File: src/rtl/piso_pkg.sv
`default_nettype none
// ============================================================================
//  Module      : piso_pkg
//  Description : Shared types and helpers for the PISO serializer. Holds the
//                FSM state type, the frame-length function and the bit
//                counter width expression.
//  Revision    : 1.0 - initial release
// ============================================================================
package piso_pkg;

    typedef enum logic [0:0] {
        IDLE  = 1'b0,
        SHIFT = 1'b1
    } state_t;

    // Number of serial bits per frame: the data word plus an optional
    // trailing parity bit.
    function automatic int frame_len(input int width, input bit parity_en);
        return parity_en ? (width + 1) : width;
    endfunction

    // Counter must hold values 0..n-1; sized as $clog2(n+1).
    function automatic int cnt_width(input int n);
        return $clog2(n + 1);
    endfunction

endpackage : piso_pkg
`default_nettype wire

File: src/rtl/piso_bit_cnt.sv
`default_nettype none
// ============================================================================
//  Module      : piso_bit_cnt
//  Description : Loadable down-counter tracking the remaining bits of a
//                frame. o_zero flags the final bit of the frame.
//  Revision    : 1.0 - initial release
//
//  Ports
//    clk        : clock, rising-edge active
//    rst_n      : asynchronous active-low reset (count cleared)
//    i_load     : load i_load_val (takes priority over i_en)
//    i_load_val : value loaded at frame start (frame length - 1)
//    i_en       : decrement by one; saturates at zero
//    o_zero     : count equals zero
// ============================================================================
module piso_bit_cnt #(
    parameter int CW = 4
) (
    input  logic          clk,
    input  logic          rst_n,
    input  logic          i_load,
    input  logic [CW-1:0] i_load_val,
    input  logic          i_en,
    output logic          o_zero
);

    logic [CW-1:0] r_cnt;

    always_ff @(posedge clk or negedge rst_n) begin
        if (!rst_n) begin
            r_cnt <= '0;
        end else if (i_load) begin
            r_cnt <= i_load_val;
        end else if (i_en && (r_cnt != '0)) begin
            r_cnt <= r_cnt - CW'(1);
        end
    end

    assign o_zero = (r_cnt == '0);

endmodule : piso_bit_cnt
`default_nettype wire

File: src/rtl/piso_serializer.sv
`default_nettype none
// ============================================================================
//  Module      : piso_serializer
//  Description : Parallel-in / serial-out transmitter. Accepts a WIDTH-bit
//                word over valid/ready and sends it one bit per clock with
//                frame-valid and last-bit markers. Back-to-back frames are
//                accepted during the last bit, giving no gap between frames.
//  Revision    : 1.0 - initial release
//
//  Configuration macro
//    PISO_SERIALIZER_PARITY_EN : append an even-parity bit after the data
//
//  Parameters
//    WIDTH     : data word width (2..32)
//    MSB_FIRST : 0 = bit 0 sent first, 1 = bit WIDTH-1 sent first
//
//  Ports
//    clk        : clock, rising-edge active
//    rst_n      : asynchronous active-low reset
//    load_valid : load_data valid this cycle
//    load_ready : serializer can accept a word this cycle
//    load_data  : word to transmit
//    ser_out    : serial data bit (0 outside a frame)
//    ser_valid  : ser_out carries a frame bit
//    ser_last   : final bit of the current frame
//    busy       : frame in progress (same as ser_valid)
// ============================================================================
module piso_serializer
    import piso_pkg::*;
#(
    parameter int WIDTH     = 8,
    parameter int MSB_FIRST = 0
) (
    input  logic             clk,
    input  logic             rst_n,
    input  logic             load_valid,
    output logic             load_ready,
    input  logic [WIDTH-1:0] load_data,
    output logic             ser_out,
    output logic             ser_valid,
    output logic             ser_last,
    output logic             busy
);

`ifdef PISO_SERIALIZER_PARITY_EN
    localparam bit c_PARITY_EN = 1'b1;
`else
    localparam bit c_PARITY_EN = 1'b0;
`endif

    localparam int              c_N        = frame_len(WIDTH, c_PARITY_EN);
    localparam int              c_CW       = cnt_width(c_N);
    localparam logic [c_CW-1:0] c_LOAD_VAL = c_CW'(c_N - 1);

    state_t           r_state;
    logic [WIDTH-1:0] r_sreg;
    logic             w_active;
    logic             w_zero;
    logic             w_accept;
    logic             w_data_bit;

    // All outputs decode from registered state only; load_valid/load_data
    // reach nothing but register inputs.
    assign w_active   = (r_state == SHIFT);
    assign ser_valid  = w_active;
    assign busy       = w_active;
    assign ser_last   = w_active & w_zero;
    assign load_ready = ~w_active | w_zero;
    assign w_accept   = load_valid & load_ready;

    assign w_data_bit = (MSB_FIRST != 0) ? r_sreg[WIDTH-1] : r_sreg[0];

    piso_bit_cnt #(
        .CW (c_CW)
    ) u_bit_cnt (
        .clk        (clk),
        .rst_n      (rst_n),
        .i_load     (w_accept),
        .i_load_val (c_LOAD_VAL),
        .i_en       (w_active),
        .o_zero     (w_zero)
    );

    always_ff @(posedge clk or negedge rst_n) begin
        if (!rst_n) begin
            r_state <= IDLE;
            r_sreg  <= '0;
        end else begin
            case (r_state)
                IDLE: begin
                    if (w_accept) begin
                        r_state <= SHIFT;
                        r_sreg  <= load_data;
                    end
                end
                SHIFT: begin
                    if (w_accept) begin
                        // New frame starts straight out of the last bit.
                        r_sreg <= load_data;
                    end else if (w_zero) begin
                        r_state <= IDLE;
                        r_sreg  <= '0;
                    end else if (MSB_FIRST != 0) begin
                        r_sreg <= {r_sreg[WIDTH-2:0], 1'b0};
                    end else begin
                        r_sreg <= {1'b0, r_sreg[WIDTH-1:1]};
                    end
                end
                default: begin
                    r_state <= IDLE;
                    r_sreg  <= '0;
                end
            endcase
        end
    end

`ifdef PISO_SERIALIZER_PARITY_EN
    // Parity taken from the word at the accept edge; the shift register
    // has been drained of data by the time the parity bit goes out.
    logic r_par;

    always_ff @(posedge clk or negedge rst_n) begin
        if (!rst_n) begin
            r_par <= 1'b0;
        end else if (w_accept) begin
            r_par <= ^load_data;
        end
    end

    assign ser_out = w_active & (w_zero ? r_par : w_data_bit);
`else
    assign ser_out = w_active & w_data_bit;
`endif

endmodule : piso_serializer
`default_nettype wire

File: config.mk
export PLATFORM = sky130hd
export DESIGN_NAME = piso_serializer
export DESIGN_NICKNAME = d
export VERILOG_FILES = /design/src/rtl/piso_pkg.sv /design/src/rtl/piso_bit_cnt.sv /design/src/rtl/piso_serializer.sv
export SDC_FILE = /design/constraint.sdc
export NUM_CORES = 1
export LEC_CHECK = 0
export ABC_AREA = 1
export BUFFER_PORTS_ARGS = -buffer_cell sky130_fd_sc_hd__buf_2
export CORE_MARGIN = 2
export CORE_UTILIZATION = 46
export DETAILED_ROUTE_END_ITERATION = 12
export HOLD_SLACK_MARGIN = 0.1
export PLACE_DENSITY = 0.81
export SLEW_MARGIN = 0
export SYNTH_ARGS = -nofsm -noshare
export SYNTH_HDL_FRONTEND = slang
export SYNTH_SLANG_ARGS = --single-unit
File: constraint.sdc
create_clock -name clk -period 1.1 [get_ports clk]
set_input_delay 0.22 -clock clk [delete_from_list [all_inputs] [get_ports clk]]
set_output_delay 0.22 -clock clk [all_outputs]
set_load 0.01 [all_outputs]
After elaboration in Yosys (flattened, before gate mapping)
Index checks and enable logic that the tools add are counted.
Word-level totals
  logic and storage cells: 24
  flip-flop bits (word level): 13
  output and inout port bits: 5
  input bits: 11
Operators by class
  $add $sub $neg: 1
  eq/ne operators: 1
  reductions and logical operators: 4
  mux-type cells: 10
  bitwise gates (word level): 5
Operator list (count)
  8-bit 2-to-1 mux: 2
  8-bit one-hot mux with 2 select lines: 1
  4-bit 2-to-1 mux: 2
  7-bit 2-to-1 mux: 1
  4-bit zero test: 1
  4-bit nonzero test: 1
  4-bit by 1-bit subtractor with 4-bit output (second input constant): 1
  1-bit bitwise AND: 3
  1-bit 2-to-1 mux: 3
  2-bit by 1-bit inequality test with 1-bit output (second input constant): 1
  1-bit one-hot mux with 2 select lines: 1
  2-bit nonzero test: 1
  1-bit logical AND: 1
  1-bit NOT: 1
  1-bit OR: 1

Depth between registers and ports, before layout
  word-level depth: 5
  depth in mapped cells: 8
  depth with buffers taken out: 8

Modules after synthesis
A second synthesis with hierarchy kept.
Second synthesis, totals
  cells, all modules: 115
  area, all modules: 794.5 µm²
Modules (own cells, without submodules)
  piso_serializer: cells each 69, instances 1, area each 499.2 µm², seq. area each 225.2 µm²
  piso_bit_cnt: cells each 46, instances 1, area each 295.3 µm², seq. area each 100.1 µm²

Worst setup path after synthesis
OpenSTA, ideal clock, no wires.
  kind: reg2reg
  start point: register u_bit_cnt.r_cnt[0]
  end point: register u_bit_cnt.r_cnt[1]
  stages on the path, launching flop included: 8
  arrival time: 1.108 ns
  setup time: 0.117 ns
  buffers on the path: 0
  data required time: 0.983 ns
  path slack: -0.125 ns
  period minus slack after synthesis: 1.225 ns
  path through: dfrtp_1 -> inv_1 -> ha_1 -> nand2_4 -> nand2_2 -> nand2_2 -> o21ai_1 -> inv_1
Between the ends
  longest elaborated chain between the ends: 4
  elaborated cells between the ends (all ways): 9
  classes of those cells: 1 x add/sub; 2 x mux; 2 x bitwise; 4 x reduce/logical
RTL lines
  start: declaration: RTL line piso_bit_cnt.sv:27  | logic [CW-1:0] r_cnt;
  start signal: assignment: RTL line piso_bit_cnt.sv:33  | r_cnt <= i_load_val;
  start signal: assignment: RTL line piso_bit_cnt.sv:35  | r_cnt <= r_cnt - CW'(1);
  4-bit zero test *: RTL line piso_bit_cnt.sv:39  | assign o_zero = (r_cnt == '0);
  1-bit OR *: RTL line piso_serializer.sv:68  | assign load_ready = ~w_active | w_zero;
  via load_ready: RTL line piso_serializer.sv:37  | output logic load_ready,
  1-bit bitwise AND *: RTL line piso_serializer.sv:69  | assign w_accept = load_valid & load_ready;
  4-bit 2-to-1 mux / 2-bit nonzero test (equally long branches)
The timed path passes the listed nets; every way through them passes the cells marked *. The select of a mux whose other input is x is not followed.
A chain may end at the register's enable or synchronous reset.

Worst setup path after layout
  start point: register u_bit_cnt.r_cnt[1]
  end point: output port load_ready
Between the ends
  longest elaborated chain between the ends: 2
RTL lines (RTL line)
  4-bit zero test: piso_bit_cnt.sv:39
  1-bit OR: piso_serializer.sv:68
  end: declaration: piso_serializer.sv:37
Every way passes these cells.

==> flow_summary.json <==
{
  "run_status": "finished, violations left",
  "violations_in_the_final_reports": "negative setup slack",
  "power.ir.vdd_worst_mv": 1.644,
  "route.vias.total": 668,
  "detail_route.iter0.violations": 14,
  "cts-buffers-inserted": 3,
  "cts.sink_count": 13,
  "detailedRoute.firstPassIterationCount": 4,
  "cts_root_buf": "sky130_fd_sc_hd__clkbuf_4",
  "final_layout_size_suffix_gt1_share_pct": 42.98,
  "yosys_warnings": 0,
  "required_ns": 0.88,
  "yosysSeqAreaShare_pct": 45.22,
  "clock_tree.htree_level_count": 1,
  "post_layout_nonfiller_instances": 137,
  "critical_path_peak_fanout": 5,
  "hold_crit_path_type": "in -> reg",
  "routed_len_inst_um": 10.92,
  "synth_cells": 91,
  "grt_overflow_total": 0,
  "buffer_ports.inserted": 15,
  "finalWorstSetupSlack_ns": -0.3085,
  "total_global_route_track_usage_pct": 16.93,
  "antenna_found_initial": 0,
  "fp.dieH_um": 43.55,
  "syn_area_um2": 719.4,
  "hold_viol_final": 0,
  "antenna_left": 0,
  "critical_setup_path_class": "reg -> out",
  "timing.final.max_slew_violations": 0,
  "cts_clock_pin_slew_for_the_worst_setup_and_hold_paths_ns": 0.08,
  "gpl.final_weighted_congestion": 0.8444,
  "slew-limit-headroom_pct": 80.60,
  "floorplan.die.width_um": 43.55,
  "synth.avg_cell_area_um2": 7.906,
  "final.hold.worst_slack_ns": 0.1813,
  "synthToLayoutAreaGrowth_pct": 42.61,
  "drt-total-wl_um": 1496,
  "comb_power_share_pct": 57.7,
  "diodes": 0,
  "detailed_place_hpwl_um": 1024,
  "final.fill_count": 109,
  "core_footprint_mm2": 0.001489,
  "mappedNetlistNets": 103,
  "p_int_uw": 1564,
  "finalNetCount": 134,
  "final_period_minus_worst_setup_slack_ns": 1.409,
  "grt_first_pass_wirelength_um": 2380,
  "grt_setup_unrepaired": "yes",
  "synth_cell_type_count": 18,
  "power_frac_seq_pct": 31.0,
  "critPathLaunchType": "register",
  "leakage_uw": 0.0005469,
  "final-setup-viol-count": 16,
  "cp_capture_type": "output pin",
  "netSwitchingPower_uw": 1033,
  "number_of_drc_violations_after_detailed_routing": 0,
  "largest_net_degree_at_the_start_of_global_routing": 16,
  "number_of_rows_in_the_core_area": 14,
  "power_per_cell_area_mw_per_mm2": 2531,
  "vias_in_the_first_global_route": 576,
  "cp.arrival_ns": 1.19,
  "worst_skew_pair.late_latency_ns": 0.26,
  "placedCellCount": 125,
  "netSwitchingFraction_pct": 39.77,
  "finalClockSkew_ns": 0.0007459,
  "period_share_pct": 128.0,
  "drv_cap": 0,
  "buffer_depth_of_the_longest_clock_path": 2,
  "tritoncts": "yes",
  "ioPinCount": 16,
  "max_freq_mhz": 710.0,
  "timing_worst_slew_pin_value_ns": 0.2910,
  "dieArea_mm2": 0.001896,
  "vias_per_cell": 4.876,
  "initial_core_util_pct": 48.32,
  "share_clk_of_total_power_pct": 11.3,
  "seq_cells_post_synth": 13
}
state kept, by name (all words and copies together), names as in the netlist:
register,count
busy,1
r_sreg,8
u_bit_cnt.r_cnt,4
metal layers:
layer	track usage [%]	vias to the layer above	wire length [um]
met5	0	-	0
met4	5.455	0	19
met3	5.000	2	68
met2	25.59	20	718
met1	23.28	305	691
li1	-	341	-
what timing repair did:
action | in CTS | in global routing
endpoints found under the hold margin | 13 | 0
pin swaps | 6 | 5
hold buffers | 1 | 0
resized for setup | 4 | 8
cloned | 0 | 0
setup buffers | 4 | 3
setup endpoints to repair | 16 | 16
cells in the final DEF, fill, tap and decap left out, drive strengths merged:
cell type | synthesis | layout
xor2 | 1 | 1
o21ai | 3 | 3
nand3 | 9 | 9
inv | 16 | 16
a21oi | 7 | 7
clkbuf | 0 | 4
dlygate4sd3 | 0 | 1
o22ai | 2 | 2
ha | 1 | 1
dfrtp | 13 | 13
nand2 | 25 | 25
nor2 | 11 | 11
buf | 3 | 28
metrics by stage:
| stage | worst slack [ns] | setup TNS [ns] | power (uW) | cell area [um2] | util, % |
|---|---|---|---|---|---|
| 2_1_floorplan | -0.03449 | -0.2414 | 1711 | 750.7 | - |
| 3_3_place_gp | -0.09496 | -0.7407 | 1991 | 885.9 | 59.50 |
| 3_5_place_dp | -0.1438 | -1.113 | 2041 | 885.9 | 59.50 |
| 4_1_cts | -0.3083 | -3.104 | 2427 | 965.9 | 64.87 |
| 5_1_grt | -0.3609 | -4.123 | 2796 | 1026 | 68.91 |
| 6_report | -0.3085 | -3.160 | 2597 | 1026 | 68.91 |
synth_stat cells, drive strengths merged:
cell type,instances,area [um2]
inv,16,60.05
nor2,11,43.80
dfrtp,13,325.3
buf,3,17.52
o22ai,2,12.51
nand3,9,45.04
a21oi,7,61.31
nand2,25,106.4
o21ai,3,26.27
ha,1,12.51
xor2,1,8.760
power by group through the flow:
stage	logic (uW)	clock network (uW)	registers, uW
6_report	1500	294	805
2_1_floorplan	914	0	797
3_3_place_gp	1190	0	797
4_1_cts	1330	298	797
3_5_place_dp	1230	0	807
5_1_grt	1660	316	823
cells by family (layout without fill, tap and decap cells):
| logic type | count (synthesis) | after routing | share of synthesized area, % |
|---|---|---|---|
| xor gates and xnor gates | 1 | 1 | 1.218 |
| adders and majority gates | 1 | 1 | 1.739 |
| DFF | 13 | 13 | 45.22 |
| AOI/OAI and AO/OA | 12 | 12 | 13.91 |
| and+or+nand+nor | 45 | 45 | 27.13 |
| buffers and inverters | 19 | 49 | 10.78 |
worst max-delay path, stage by stage (launching register included):
cell	delay, ns
sky130_fd_sc_hd__dfrtp_1	0.40
sky130_fd_sc_hd__inv_2	0.09
sky130_fd_sc_hd__ha_4	0.17
sky130_fd_sc_hd__nand2_8	0.07
sky130_fd_sc_hd__nand2_4	0.09
sky130_fd_sc_hd__buf_6	0.10
worst paths after layout:
kind / startpoint / to / slack (ns) / cells past startpoint
worst min-delay path: load_data[7] / r_sreg[7] / 0.18 / 3
worst max-delay path: u_bit_cnt.r_cnt[1] / load_ready / -0.31 / 5
min in group asynchronous: rst_n / u_bit_cnt.r_cnt[1] / 0.36 / 2
worst min register to register: r_sreg[3] / r_sreg[3] / 0.53 / 2
worst max register to register: u_bit_cnt.r_cnt[1] / r_sreg[6] / -0.29 / 7
max in group asynchronous: rst_n / busy / 0.52 / 2
final cells by class:
cell class,instances,area (um2),share of cell area (%)
multi-input combinational,59,366.6,35.73
tap,16,20.02,1.951
sequential,13,325.3,31.71
clock buffer,4,26.28,2.561
inverter,16,60.06,5.854
timing repair buffer,29,227.7,22.20
Note: power is estimated with default switching activity, not from simulation.
